File: config.mk
export PLATFORM = sky130hd
export DESIGN_NAME = wb_arbiter
export DESIGN_NICKNAME = d
export VERILOG_FILES = /design/src/rtl/wb_arbiter_pkg.sv /design/src/rtl/wb_arbiter_rr_arb2.sv /design/src/rtl/wb_arbiter.sv
export SDC_FILE = /design/constraint.sdc
export NUM_CORES = 1
export LEC_CHECK = 0
export CORE_AREA = 2 2 80 82
export DETAILED_ROUTE_END_ITERATION = 12
export DIE_AREA = 0 0 82 84
export PLACE_DENSITY = 0.79
export SYNTH_ARGS = -nofsm -noshare
export SYNTH_HDL_FRONTEND = slang
export SYNTH_SLANG_ARGS = --single-unit
File: constraint.sdc
create_clock -name clk -period 1.35 [get_ports clk]
set_input_delay 0.27 -clock clk [delete_from_list [all_inputs] [get_ports clk]]
set_output_delay 0.27 -clock clk [all_outputs]
set_load 0.02 [all_outputs]
File: src/rtl/wb_arbiter_pkg.sv
// rtl/wb_arbiter_pkg.sv - shared constants and types for the writeback arbiter
//
// Purpose : default widths, FSM state encoding and requester index constants
//           used by wb_arbiter and rr_arb2.
// Ports   : none (package)
// Config  : WB_ARB_CLEAR_EN selects whether reset enters WB_ST_CLEAR.

package wb_arbiter_pkg;

  localparam int XLEN_DEF = 32;
  localparam int AW_DEF   = 5;

  typedef enum logic {
    WB_ST_CLEAR = 1'b0,
    WB_ST_RUN   = 1'b1
  } wb_state_e;

  // Bit positions in the request/grant vectors; also the encoding of last_grant.
  localparam int WB_REQ_ALU = 0;
  localparam int WB_REQ_LSU = 1;

endpackage

File: src/rtl/wb_arbiter_rr_arb2.sv
// rtl/wb_arbiter_rr_arb2.sv - two-way round-robin grant, purely combinational
//
// Purpose : grants the single valid requester, or on a tie the one that was
//           not granted last. The last-grant state lives in the caller.
// Ports   : req  in  [1:0]  request vector (bit 0 = requester 0)
//           last in  1      index of the requester granted most recently
//           gnt  out [1:0]  one-hot grant, zero when no request

module rr_arb2 (
  input  logic [1:0] req,
  input  logic       last,
  output logic [1:0] gnt
);

  always_comb begin
    gnt = req;
    if (req == 2'b11) begin
      gnt = last ? 2'b01 : 2'b10;
    end
  end

endmodule

File: src/rtl/wb_arbiter.sv
// rtl/wb_arbiter.sv - register-file write port arbiter for ALU and LSU writeback
//
// Purpose : shares one register-file write port between ALU (req 0) and
//           LSU (req 1) with valid/ready handshakes and round-robin priority.
//           Writes to x0 are accepted but never reach the register file.
//           With WB_ARB_CLEAR_EN defined, reset first clears x1..x31.
// Ports   : clk, srst                       clock, sync active-high reset
//           alu_valid/alu_waddr/alu_wdata   ALU write request
//           alu_ready                       ALU accepted this cycle (comb)
//           lsu_valid/lsu_waddr/lsu_wdata   LSU write request
//           lsu_ready                       LSU accepted this cycle (comb)
//           reg_wen/reg_waddr/reg_wdata     register-file write (registered)
//           busy                            clear sequence running (registered)
// Config  : macro WB_ARB_CLEAR_EN enables the post-reset clear sequence.

module wb_arbiter
  import wb_arbiter_pkg::*;
#(
  parameter int XLEN = XLEN_DEF,
  parameter int AW   = AW_DEF
) (
  input  logic            clk,
  input  logic            srst,
  input  logic            alu_valid,
  input  logic [AW-1:0]   alu_waddr,
  input  logic [XLEN-1:0] alu_wdata,
  output logic            alu_ready,
  input  logic            lsu_valid,
  input  logic [AW-1:0]   lsu_waddr,
  input  logic [XLEN-1:0] lsu_wdata,
  output logic            lsu_ready,
  output logic            reg_wen,
  output logic [AW-1:0]   reg_waddr,
  output logic [XLEN-1:0] reg_wdata,
  output logic            busy
);

  wb_state_e       state_q, state_d;
  logic            last_q, last_d;
  logic            wen_q, wen_d;
  logic [AW-1:0]   waddr_q, waddr_d;
  logic [XLEN-1:0] wdata_q, wdata_d;

  logic [1:0]      req;
  logic [1:0]      gnt;
  logic            run_ok;
  logic            xfer;
  logic [AW-1:0]   sel_addr;
  logic [XLEN-1:0] sel_data;

`ifdef WB_ARB_CLEAR_EN
  localparam logic [AW-1:0] LAST_ADDR = '1;
  logic [AW-1:0] cnt_q, cnt_d;
`endif

  assign req = {lsu_valid, alu_valid};

  rr_arb2 u_rr_arb2 (
    .req  (req),
    .last (last_q),
    .gnt  (gnt)
  );

  // Readies are gated by srst so nothing is accepted in a cycle that is
  // about to be wiped by reset.
  assign run_ok    = (state_q == WB_ST_RUN) && !srst;
  assign alu_ready = run_ok && gnt[WB_REQ_ALU];
  assign lsu_ready = run_ok && gnt[WB_REQ_LSU];
  assign xfer      = (alu_ready && alu_valid) || (lsu_ready && lsu_valid);

  assign sel_addr  = gnt[WB_REQ_LSU] ? lsu_waddr : alu_waddr;
  assign sel_data  = gnt[WB_REQ_LSU] ? lsu_wdata : alu_wdata;

  always_comb begin
    state_d = state_q;
    last_d  = last_q;
    wen_d   = 1'b0;
    waddr_d = waddr_q;
    wdata_d = wdata_q;
`ifdef WB_ARB_CLEAR_EN
    cnt_d   = cnt_q;
`endif
    case (state_q)
      WB_ST_CLEAR: begin
`ifdef WB_ARB_CLEAR_EN
        wen_d   = 1'b1;
        waddr_d = cnt_q;
        wdata_d = '0;
        cnt_d   = cnt_q + AW'(1);
        if (cnt_q == LAST_ADDR) begin
          state_d = WB_ST_RUN;
        end
`else
        state_d = WB_ST_RUN;
`endif
      end
      WB_ST_RUN: begin
        if (xfer) begin
          last_d = gnt[WB_REQ_LSU];
          // x0 is hardwired zero: accept the request but suppress the write,
          // leaving the held address/data untouched.
          if (sel_addr != '0) begin
            wen_d   = 1'b1;
            waddr_d = sel_addr;
            wdata_d = sel_data;
          end
        end
      end
      default: state_d = WB_ST_RUN;
    endcase
  end

  always_ff @(posedge clk) begin
    if (srst) begin
`ifdef WB_ARB_CLEAR_EN
      state_q <= WB_ST_CLEAR;
      cnt_q   <= AW'(1);
`else
      state_q <= WB_ST_RUN;
`endif
      // last_grant = LSU so the first tie goes to the ALU.
      last_q  <= 1'b1;
      wen_q   <= 1'b0;
      waddr_q <= '0;
      wdata_q <= '0;
    end else begin
      state_q <= state_d;
`ifdef WB_ARB_CLEAR_EN
      cnt_q   <= cnt_d;
`endif
      last_q  <= last_d;
      wen_q   <= wen_d;
      waddr_q <= waddr_d;
      wdata_q <= wdata_d;
    end
  end

  assign reg_wen   = wen_q;
  assign reg_waddr = waddr_q;
  assign reg_wdata = wdata_q;

`ifdef WB_ARB_CLEAR_EN
  assign busy = (state_q == WB_ST_CLEAR);
`else
  assign busy = 1'b0;
`endif

endmodule

==> results.sh, run 1 <==
export IMPL_finalPower_mw=3.21
export IMPL_cts_sinks=39
export IMPL_overflow=0
export IMPL_antenna_left=0
export IMPL_r2r_slack_ps=-160
export IMPL_dp_slack_ps=-687
export IMPL_root_buffer="clkbuf_8"
export IMPL_synth_top_area_cell="dfxtp_1"
export IMPL_final_hold_viol_count=0
export IMPL_status="finished with violations"
export IMPL_clk_path_buf_depth=2
export IMPL_yosys_warnings=0
export IMPL_place_area_mm2=0.00340
export IMPL_setup_viol=39
export IMPL_rsz0062_at_grt="yes"
export IMPL_viasPerCell=4.70
export IMPL_routed_wl_um=6200
export IMPL_num_fill_cells=547
export IMPL_grt_max_degree=23
export IMPL_numPortBuffers=117
export IMPL_vias=1971
export IMPL_worst_path_max_fanout=3
export IMPL_fp_dieH_um=84
export IMPL_finalInstanceArea_mm2=0.00365
export IMPL_area_growth_synth_to_final_pct=83.5
export IMPL_drt_first_pass_iters=5
export IMPL_cts_tree="built"
export IMPL_maxCapViolations=0
export IMPL_endpoint_kind="output port"
export IMPL_cp_start_kind="register"
export IMPL_synth_commonest_cells="mux2i_1 (68), dfxtp_1 (39), nand2_1 (23), nand2b_1 (12), nor2_1 (6)"
export IMPL_finClkSkew_ps=5.81
export IMPL_syn_nets=270
export IMPL_antenna_found_initial=0
export IMPL_cts_made_buffers=5
export IMPL_vdd_drop_max_mv=0.430
export IMPL_fin_crit_sh_pct=112
export IMPL_grt_pass1_wl_um=9800
export IMPL_post_dp_hpwl_um=4440
export IMPL_synthArstFlopShare_pct=0
export IMPL_finalNetCount=419
export IMPL_holdWs_ps=440
export IMPL_grt_pass1_vias=2145
export IMPL_min_period_ps=1510
export IMPL_power_density_mw_per_mm2=880
export IMPL_synth_most_common_cell="mux2i_1"
export IMPL_crit_arrival_ps=1240
export IMPL_violations="setup timing"
export IMPL_netlist_instances=192
export IMPL_synth_seq_cells=39
export IMPL_synth_area_mm2=0.00199
export IMPL_r2r_cells=8
export IMPL_timing_final_max_slew_violations=0
export IMPL_p_leak_nw=1.71
export IMPL_dieArea_mm2=0.00689
export IMPL_diodes=0
export IMPL_yosysSeqAreaShare_pct=39.3
export IMPL_synth_cell_type_count=30
export IMPL_drt_iter0_drc=50
export IMPL_hold_path_class="input port to register"
export IMPL_clkSlewWorstSetupHoldPaths_ps=80
export IMPL_synth_area_leaders="dfxtp_1 (39%), mux2i_1 (34%), nand2_1 (4.3%)"
export IMPL_synth_flop_cell="dfxtp_1"
export IMPL_cts_max_level=2
export IMPL_ios=119
export IMPL_initial_core_util_pct=32.6
export IMPL_worstPathRequired_ps=1080
export IMPL_setup_slack_ps=-163
export IMPL_die_x_um=82
export IMPL_grt_total_usage_pct=18.4
export IMPL_max_freq_ghz=0.661
export IMPL_wl_per_cell_um=14.8
export IMPL_synth_avg_cell_area_um2=10.3
export IMPL_gp_congestion=0.784
export IMPL_path_class="register to output port"
export IMPL_core_area_mm2=0.00610
export IMPL_clk_latency_ps=280
export IMPL_num_rows=29
export IMPL_postCtsHoldBufs=0
export IMPL_drcViolationCount=0
export IMPL_drive_gt1_share_pct=20.2
export IMPL_synth_top_cell_area_share_pct=39.3
export IMPL_synth_edf_count=0
export IMPL_setup_tns_final_ps=-3430
export IMPL_hold_depth=4
-- path summary, 6_finish.rpt --
kind | startpoint | endpoint
setup / recovery | last_q | lsu_ready
hold / removal | lsu_waddr[0] | reg_waddr[0]
setup reg to reg | last_q | reg_wdata[30]
hold reg to reg | reg_wdata[12] | reg_wdata[12]
-- critical path, cell delays in order, from the launching register on --
cell,delay (ps)
dfxtp_2,340
a21boi_4,160
buf_4,150
buf_6,80
and2_4,120
buf_6,110
-- kinds of logic (layout without fill, tap and decap cells) --
logic type	Yosys count	count (layout)	share of synthesized area, %
flops	39	39	39.3
compound gates	15	15	6.86
other cells	1	1	0.189
buf+inv	17	167	5.48
simple gates	50	50	12.8
mux	70	70	35.4
-- where the power goes --
| part | internal [mW] | switching, mW | total (mW) | leakage, nW |
|---|---|---|---|---|
| Clock | 0.363 | 0.385 | 0.748 | 0.0422 |
| Sequential | 1.28 | 0.0624 | 1.34 | 0.325 |
| Combinational | 0.612 | 0.506 | 1.12 | 1.35 |
-- flip-flops by register name (all words and copies together), names as in the netlist --
signal,flops
last_q,1
reg_wdata,32
reg_wen,1
reg_waddr,5
-- metal layers --
metal / part of all wire, % / vias up / global-route usage [%]
li1: - / 968 / -
met5: 0 / - / 0
met2: 55 / 61 / 35.3
met3: 5.0 / 10 / 4.11
met4: 1.9 / 0 / 6.06
met1: 38 / 932 / 18.8
-- per-stage QoR --
step / cells / util (%)
floorplan: 192 / -
global placement: 397 / 55.8
detailed placement: 397 / 55.8
CTS: 419 / 60.1
global route: 419 / 59.8
finish: 419 / 59.8
-- placed cells by master (no fill, tap or decap), drive strengths merged, types with 2 or more instances in the layout --
| cell | Yosys | layout |
|---|---|---|
| nand3b | 2 | 2 |
| nand2b | 13 | 13 |
| mux2i | 68 | 68 |
| nor2 | 6 | 6 |
| mux2 | 2 | 2 |
| nor3 | 3 | 3 |
| dlygate4sd2 | 0 | 45 |
| inv | 4 | 4 |
| o21ai | 2 | 2 |
| a32o | 2 | 2 |
| clkdlybuf4s50 | 0 | 66 |
| o21a | 2 | 2 |
| a21oi | 3 | 3 |
| buf | 10 | 40 |
| dfxtp | 39 | 39 |
| clkbuf | 3 | 9 |
| nand2 | 23 | 23 |
-- final cells by class --
class	instances	area (um2)	area share, %
Timing Repair Buffer	155	1490	40.8
Multi-Input combinational cell	136	1180	32.4
Sequential cell	39	782	21.4
Tap cell	77	96.3	2.64
Clock buffer	7	76.3	2.09
Inverter	4	15.0	0.412
Clock inverter	1	5.00	0.137
-- what timing repair did --
item                       in CTS  in global routing
setup endpoints to repair      78                 40
setup buffers                  12                  8
gates resized for setup        82                 17
pin swaps                       6                  6
gates cloned                    2                  0
No activity file was read; power rests on OpenSTA's default activity.
==> run 2, diff against run 1 <==
--- a/config.mk
+++ b/config.mk
@@ -5,9 +5,12 @@
 export SDC_FILE = /design/constraint.sdc
 export NUM_CORES = 1
 export LEC_CHECK = 0
-export CORE_AREA = 2 2 80 82
+export CELL_PAD_IN_SITES_DETAIL_PLACEMENT = 1
+export CELL_PAD_IN_SITES_GLOBAL_PLACEMENT = 1
+export CORE_AREA = 2 2 94 96
 export DETAILED_ROUTE_END_ITERATION = 12
-export DIE_AREA = 0 0 82 84
+export DIE_AREA = 0 0 96 98
+export MAX_ROUTING_LAYER = met4
 export PLACE_DENSITY = 0.79
 export SYNTH_ARGS = -nofsm -noshare
 export SYNTH_HDL_FRONTEND = slang
==> run 2 against run 1 <==
Net effect:
- the run still ends with setup timing left
- flip-flop and latch count is the same
- global-route usage shrank 1.8 points
- setup slack worse by 41 ps
- via count grew 2.4%
- core utilization down 14 points
- power grew 7.8%
- cell area up 7.0%
- non-clock buffer count rose by 6
- combinational power increased by 11%
==> results.sh, run 2 (same netlist as run 1, synthesis figures left out) <==
export IMPL_finClkSkew_ps=5.11
export IMPL_postLayoutCoreUtil_pct=46.1
export IMPL_dp_slack_ps=-711
export IMPL_min_to="last_q"
export IMPL_overflow=0
export IMPL_worstPathRequired_ps=1570
export IMPL_grt_max_degree=23
export IMPL_violations="setup timing"
export IMPL_r2r_start="last_q"
export IMPL_maxCapViolations=0
export IMPL_most_common_layout_cells="clkdlybuf4s50_1 (67), mux2i_1 (63), dlygate4sd2_1 (45)"
export IMPL_p_int_mw=2.44
export IMPL_fin_crit_sh_pct=115
export IMPL_clkPwrFrac_pct=25.4
export IMPL_combPwrFrac_pct=35.8
export IMPL_viasPerCell=4.43
export IMPL_final_common_cell="clkdlybuf4s50_1"
export IMPL_min_period_ps=1550
export IMPL_dp_cells=428
export IMPL_routed_wl_um=7330
export IMPL_diodes=0
export IMPL_finalPower_mw=3.46
export IMPL_finalInstanceArea_mm2=0.00390
export IMPL_clk_latency_ps=290
export IMPL_switchingPower_mw=1.02
export IMPL_max_freq_ghz=0.643
export IMPL_clk_path_buf_depth=2
export IMPL_root_buffer="clkbuf_8"
export IMPL_crit_arrival_ps=1770
export IMPL_clkSlewWorstSetupHoldPaths_ps=80
export IMPL_area_growth_synth_to_final_pct=96.4
export IMPL_setup_viol=40
export IMPL_largest_reg_flops=32
export IMPL_worst_path_max_fanout=5
export IMPL_gp_congestion=0.779
export IMPL_drcViolationCount=0
export IMPL_setup_tns_final_ps=-5110
export IMPL_grt_pass1_wl_um=11700
export IMPL_place_area_mm2=0.00344
export IMPL_r2r_end="reg_wdata[20]"
export IMPL_ios=119
export IMPL_vdd_drop_max_mv=0.373
export IMPL_cpMaxStageDelayCell="nor4_4"
export IMPL_cp_slowest_stage_delay_ps=350
export IMPL_r2r_slack_ps=-200
export IMPL_cp_start_kind="input port"
export IMPL_min_delay_start="alu_valid"
export IMPL_dieArea_mm2=0.00941
export IMPL_drive_gt1_share_pct=21.0
export IMPL_seqPwrFrac_pct=38.8
export IMPL_antenna_found_initial=0
export IMPL_status="finished with violations"
export IMPL_fp_dieH_um=98
export IMPL_final_hold_viol_count=0
export IMPL_antenna_left=0
export IMPL_setup_slack_ps=-204
export IMPL_vias=2019
export IMPL_cts_made_buffers=5
export IMPL_cts_sinks=39
export IMPL_hold_depth=3
export IMPL_wl_per_cell_um=16.1
export IMPL_post_dp_hpwl_um=5010
export IMPL_r2r_cells=8
export IMPL_grt_total_usage_pct=16.6
export IMPL_endpoint_kind="register"
export IMPL_path_class="input port to register"
export IMPL_rsz0062_at_grt="yes"
export IMPL_numPortBuffers=117
export IMPL_p_sw_share_pct=29.5
export IMPL_cts_tree="built"
export IMPL_drt_first_pass_iters=4
export IMPL_hold_path_class="input port to register"
export IMPL_initial_core_util_pct=23.5
export IMPL_drt_iter0_drc=19
export IMPL_power_density_mw_per_mm2=886
export IMPL_fin_cells=456
export IMPL_worstPathCellList="dlygate4sd2_1 -> nor4_4 -> nand2b_4 -> o21ai_4 -> buf_6 -> buf_8 -> buf_12 -> mux2i_2"
export IMPL_timing_final_max_slew_violations=0
export IMPL_grt_pass1_vias=2293
export IMPL_die_x_um=96
export IMPL_p_leak_nw=1.80
export IMPL_num_rows=34
export IMPL_postCtsHoldBufs=0
export IMPL_core_area_mm2=0.00847
export IMPL_finalNetCount=425
export IMPL_holdWs_ps=418
export IMPL_cts_max_level=2
## run 2: cell count changes in the layout (fill, tap and decap cells not counted), moves of 2 or more
cell	change
buf_12	+7
buf_16	+4
buf_4	+2
buf_6	-8
clkbuf_8	+2
nor2_2	-2
## run 2: area by class of cell
type                       instances  area (um2)
sequential                        39         785
fill                             940        4560
inverter                           4        15.0
timing repair buffer             161        1680
multi-input combinational        136        1190
tap                              108         135
clock buffer                       8         100
## run 2: timing repair
item,CTS,global route
pin swaps,8,2
buffers inserted,14,3
resized for setup,91,13
endpoints found under the setup margin,78,42
gates cloned,6,0
hold endpoints to repair,0,0
## run 2: metal layers
layer  global-route usage [%]  routed length [um]  vias up
li1                         -                   -      979
met1                     18.6                2950      974
met2                     29.9                3950       59
met3                     3.70                 373        7
met4                     2.64                  60        0
met5                        -                   0        -
## run 2: worst max-delay path by stage
stage	slack (ps)	end	from	cells after the start
floorplan	-20	reg_wdata[0]	lsu_valid	6
global placement	-700	lsu_ready	lsu_valid	4
detailed placement	-710	lsu_ready	lsu_valid	4
CTS	-200	reg_wdata[20]	last_q	8
global route	-250	reg_wdata[20]	alu_waddr[4]	8
finish	-200	reg_wdata[20]	alu_waddr[4]	8
## run 2: critical path, delay by kind of cell
kind	cells	cell delay (ps)
AOI/OAI and AO/OA	1	160
buffers and inverters	4	680
muxes	1	200
and+or+nand+nor	2	450
## run 2: power by group through the flow
stage | clock [mW] | combinational (mW) | sequential [mW]
floorplan | 0 | 0.356 | 1.52
global placement | 0 | 1.11 | 1.37
detailed placement | 0 | 1.13 | 1.37
CTS | 0.929 | 1.25 | 1.34
global route | 0.972 | 1.32 | 1.36
finish | 0.878 | 1.24 | 1.34
==> run 3, diff against run 2 <==
--- a/config.mk
+++ b/config.mk
@@ -11,7 +11,7 @@
 export DETAILED_ROUTE_END_ITERATION = 12
 export DIE_AREA = 0 0 96 98
 export MAX_ROUTING_LAYER = met4
-export PLACE_DENSITY = 0.79
+export PLACE_DENSITY_LB_ADDON = 0.1
 export SYNTH_ARGS = -nofsm -noshare
 export SYNTH_HDL_FRONTEND = slang
 export SYNTH_SLANG_ARGS = --single-unit
==> run 3 against run 2 <==
Net effect:
- the flow still finishes with violations (setup timing)
- cell count decreased by 0.22%
- non-clock buffer count fell by 1
- core utilization decreased by 1.8 points
- global-route usage fell by 2.4 points
- die area is the same
- first-iteration DRC count decreased by 42%
==> results.sh, run 3 (same netlist as run 1, synthesis figures left out) <==
export IMPL_switchingPower_mw=0.998
export IMPL_cpMaxStageDelayCell="dfxtp_2"
export IMPL_max_freq_ghz=0.657
export IMPL_vias=1969
export IMPL_area_growth_synth_to_final_pct=88.6
export IMPL_p_leak_nw=1.78
export IMPL_die_x_um=96
export IMPL_dieArea_mm2=0.00941
export IMPL_overflow=0
export IMPL_core_area_mm2=0.00847
export IMPL_status="finished with violations"
export IMPL_grt_pass1_vias=2107
export IMPL_clk_latency_ps=290
export IMPL_cts_made_buffers=5
export IMPL_num_fill_cells=968
export IMPL_power_density_mw_per_mm2=930
export IMPL_p_int_mw=2.49
export IMPL_clkPwrFrac_pct=29.5
export IMPL_seqPwrFrac_pct=38.5
export IMPL_min_period_ps=1520
export IMPL_post_dp_hpwl_um=4940
export IMPL_worstPathRequired_ps=1540
export IMPL_cp_start_kind="register"
export IMPL_cts_sinks=39
export IMPL_timing_final_max_slew_violations=0
export IMPL_worstPathCellList="a21boi_4 -> buf_6 -> buf_4 -> a31oi_4 -> o21ai_4 -> buf_4 -> buf_6 -> a32o_1"
export IMPL_cts_max_level=2
export IMPL_grt_pass1_wl_um=10100
export IMPL_p_sw_share_pct=28.6
export IMPL_worst_path_max_fanout=5
export IMPL_grt_max_degree=23
export IMPL_maxCapViolations=0
export IMPL_drive_gt1_share_pct=19.9
export IMPL_clk_path_buf_depth=2
export IMPL_violations="setup timing"
export IMPL_hold_path_class="input port to register"
export IMPL_largest_reg_flops=32
export IMPL_multiInputGateArea_mm2=0.00119
export IMPL_combPwrFrac_pct=32.0
export IMPL_finClkSkew_ps=8.50
export IMPL_cp_slowest_stage_delay_ps=360
export IMPL_setup_viol=39
export IMPL_routed_wl_um=6420
export IMPL_vdd_drop_max_mv=0.450
export IMPL_num_rows=34
export IMPL_postCtsHoldBufs=0
export IMPL_diodes=0
export IMPL_most_common_layout_cells="mux2i_1 (65), clkdlybuf4s50_1 (64), dlygate4sd2_1 (47)"
export IMPL_drcViolationCount=0
export IMPL_path_class="register to register"
export IMPL_initial_core_util_pct=23.5
export IMPL_final_hold_viol_count=0
export IMPL_fin_crit_sh_pct=113
export IMPL_setup_slack_ps=-171
export IMPL_gp_congestion=0.673
export IMPL_viasPerCell=4.33
export IMPL_numPortBuffers=117
export IMPL_drt_first_pass_iters=4
export IMPL_drt_iter0_drc=11
export IMPL_dp_slack_ps=-698
export IMPL_antenna_left=0
export IMPL_final_common_cell="mux2i_1"
export IMPL_setup_tns_final_ps=-3750
export IMPL_postLayoutCoreUtil_pct=44.3
export IMPL_ios=119
export IMPL_cts_tree="built"
export IMPL_wl_per_cell_um=14.1
export IMPL_fp_dieH_um=98
export IMPL_crit_arrival_ps=1710
export IMPL_finalNetCount=424
export IMPL_antenna_found_initial=0
export IMPL_root_buffer="clkbuf_8"
export IMPL_endpoint_kind="register"
export IMPL_clkSlewWorstSetupHoldPaths_ps=80
export IMPL_register_area_um2=782
export IMPL_rsz0062_at_grt="yes"
export IMPL_grt_total_usage_pct=14.2
run 3: changes by cell type in the layout (fill, tap and decap cells not counted), moves of 3 or more:
cell / before / now
buf_16: 5 / 0
clkdlybuf4s50_1: 67 / 64
dlymetal6s2s_1: 0 / 4
buf_6: 5 / 8
buf_12: 9 / 2
buf_4: 25 / 33
mux2i_2: 3 / 0
run 3: layout make-up:
type                    instances  area share, %
clock buffers                   6           2.20
clock inverters                 2          0.935
inverters                       4          0.401
multi-input cells             136           31.7
flip-flops and latches         39           20.9
well taps                     108           3.61
repair buffers                160           40.3
run 3: power groups by stage:
stage,clock network (mW),logic (mW),registers (mW)
final,1.03,1.12,1.34
after global routing,1.11,1.20,1.36
after CTS,1.08,1.15,1.34
after detailed placement,0,1.14,1.37
after global placement,0,1.13,1.36
after floorplan,0,0.356,1.52
run 3: repair_timing:
| item | 4_1_cts | 5_1_grt |
|---|---|---|
| buffers inserted | 10 | 4 |
| pin swaps | 6 | 5 |
| resized for setup | 81 | 9 |
| endpoints found under the setup margin | 78 | 40 |
| gates cloned | 2 | 0 |
run 3: final timing paths:
path	to	cells after the start	startpoint	slack (ps)
setup reg to reg	reg_waddr[2]	8	last_q	-170
hold reg to reg	reg_wdata[11]	2	reg_wdata[11]	460
setup / recovery	reg_waddr[2]	8	last_q	-170
hold / removal	reg_waddr[0]	4	lsu_waddr[0]	440
run 3: worst max-delay path: cells and delay by family (launching register included):
family | cells | cell delay (ps)
flip-flops | 1 | 360
AO/OA/AOI/OAI | 4 | 540
buffers and inverters | 4 | 540
run 3: stage by stage:
step                hold WS, ps  total power [mW]  cell area [um2]  instances
global placement            445              2.50             3480        435
finish                      435              3.49             3750        455
floorplan                   370              1.87             2010        192
global route                452              3.67             3750        455
CTS                         468              3.57             3750        454
detailed placement          457              2.51             3480        435
run 3: layer usage:
layer  vias up  routed length (um)  GRT usage, %
met5         -                   0             -
met4         0                  41          3.30
met3         4                 376          3.24
met2        70                3350          24.3
met1       920                2650          16.6
li1        975                   -             -
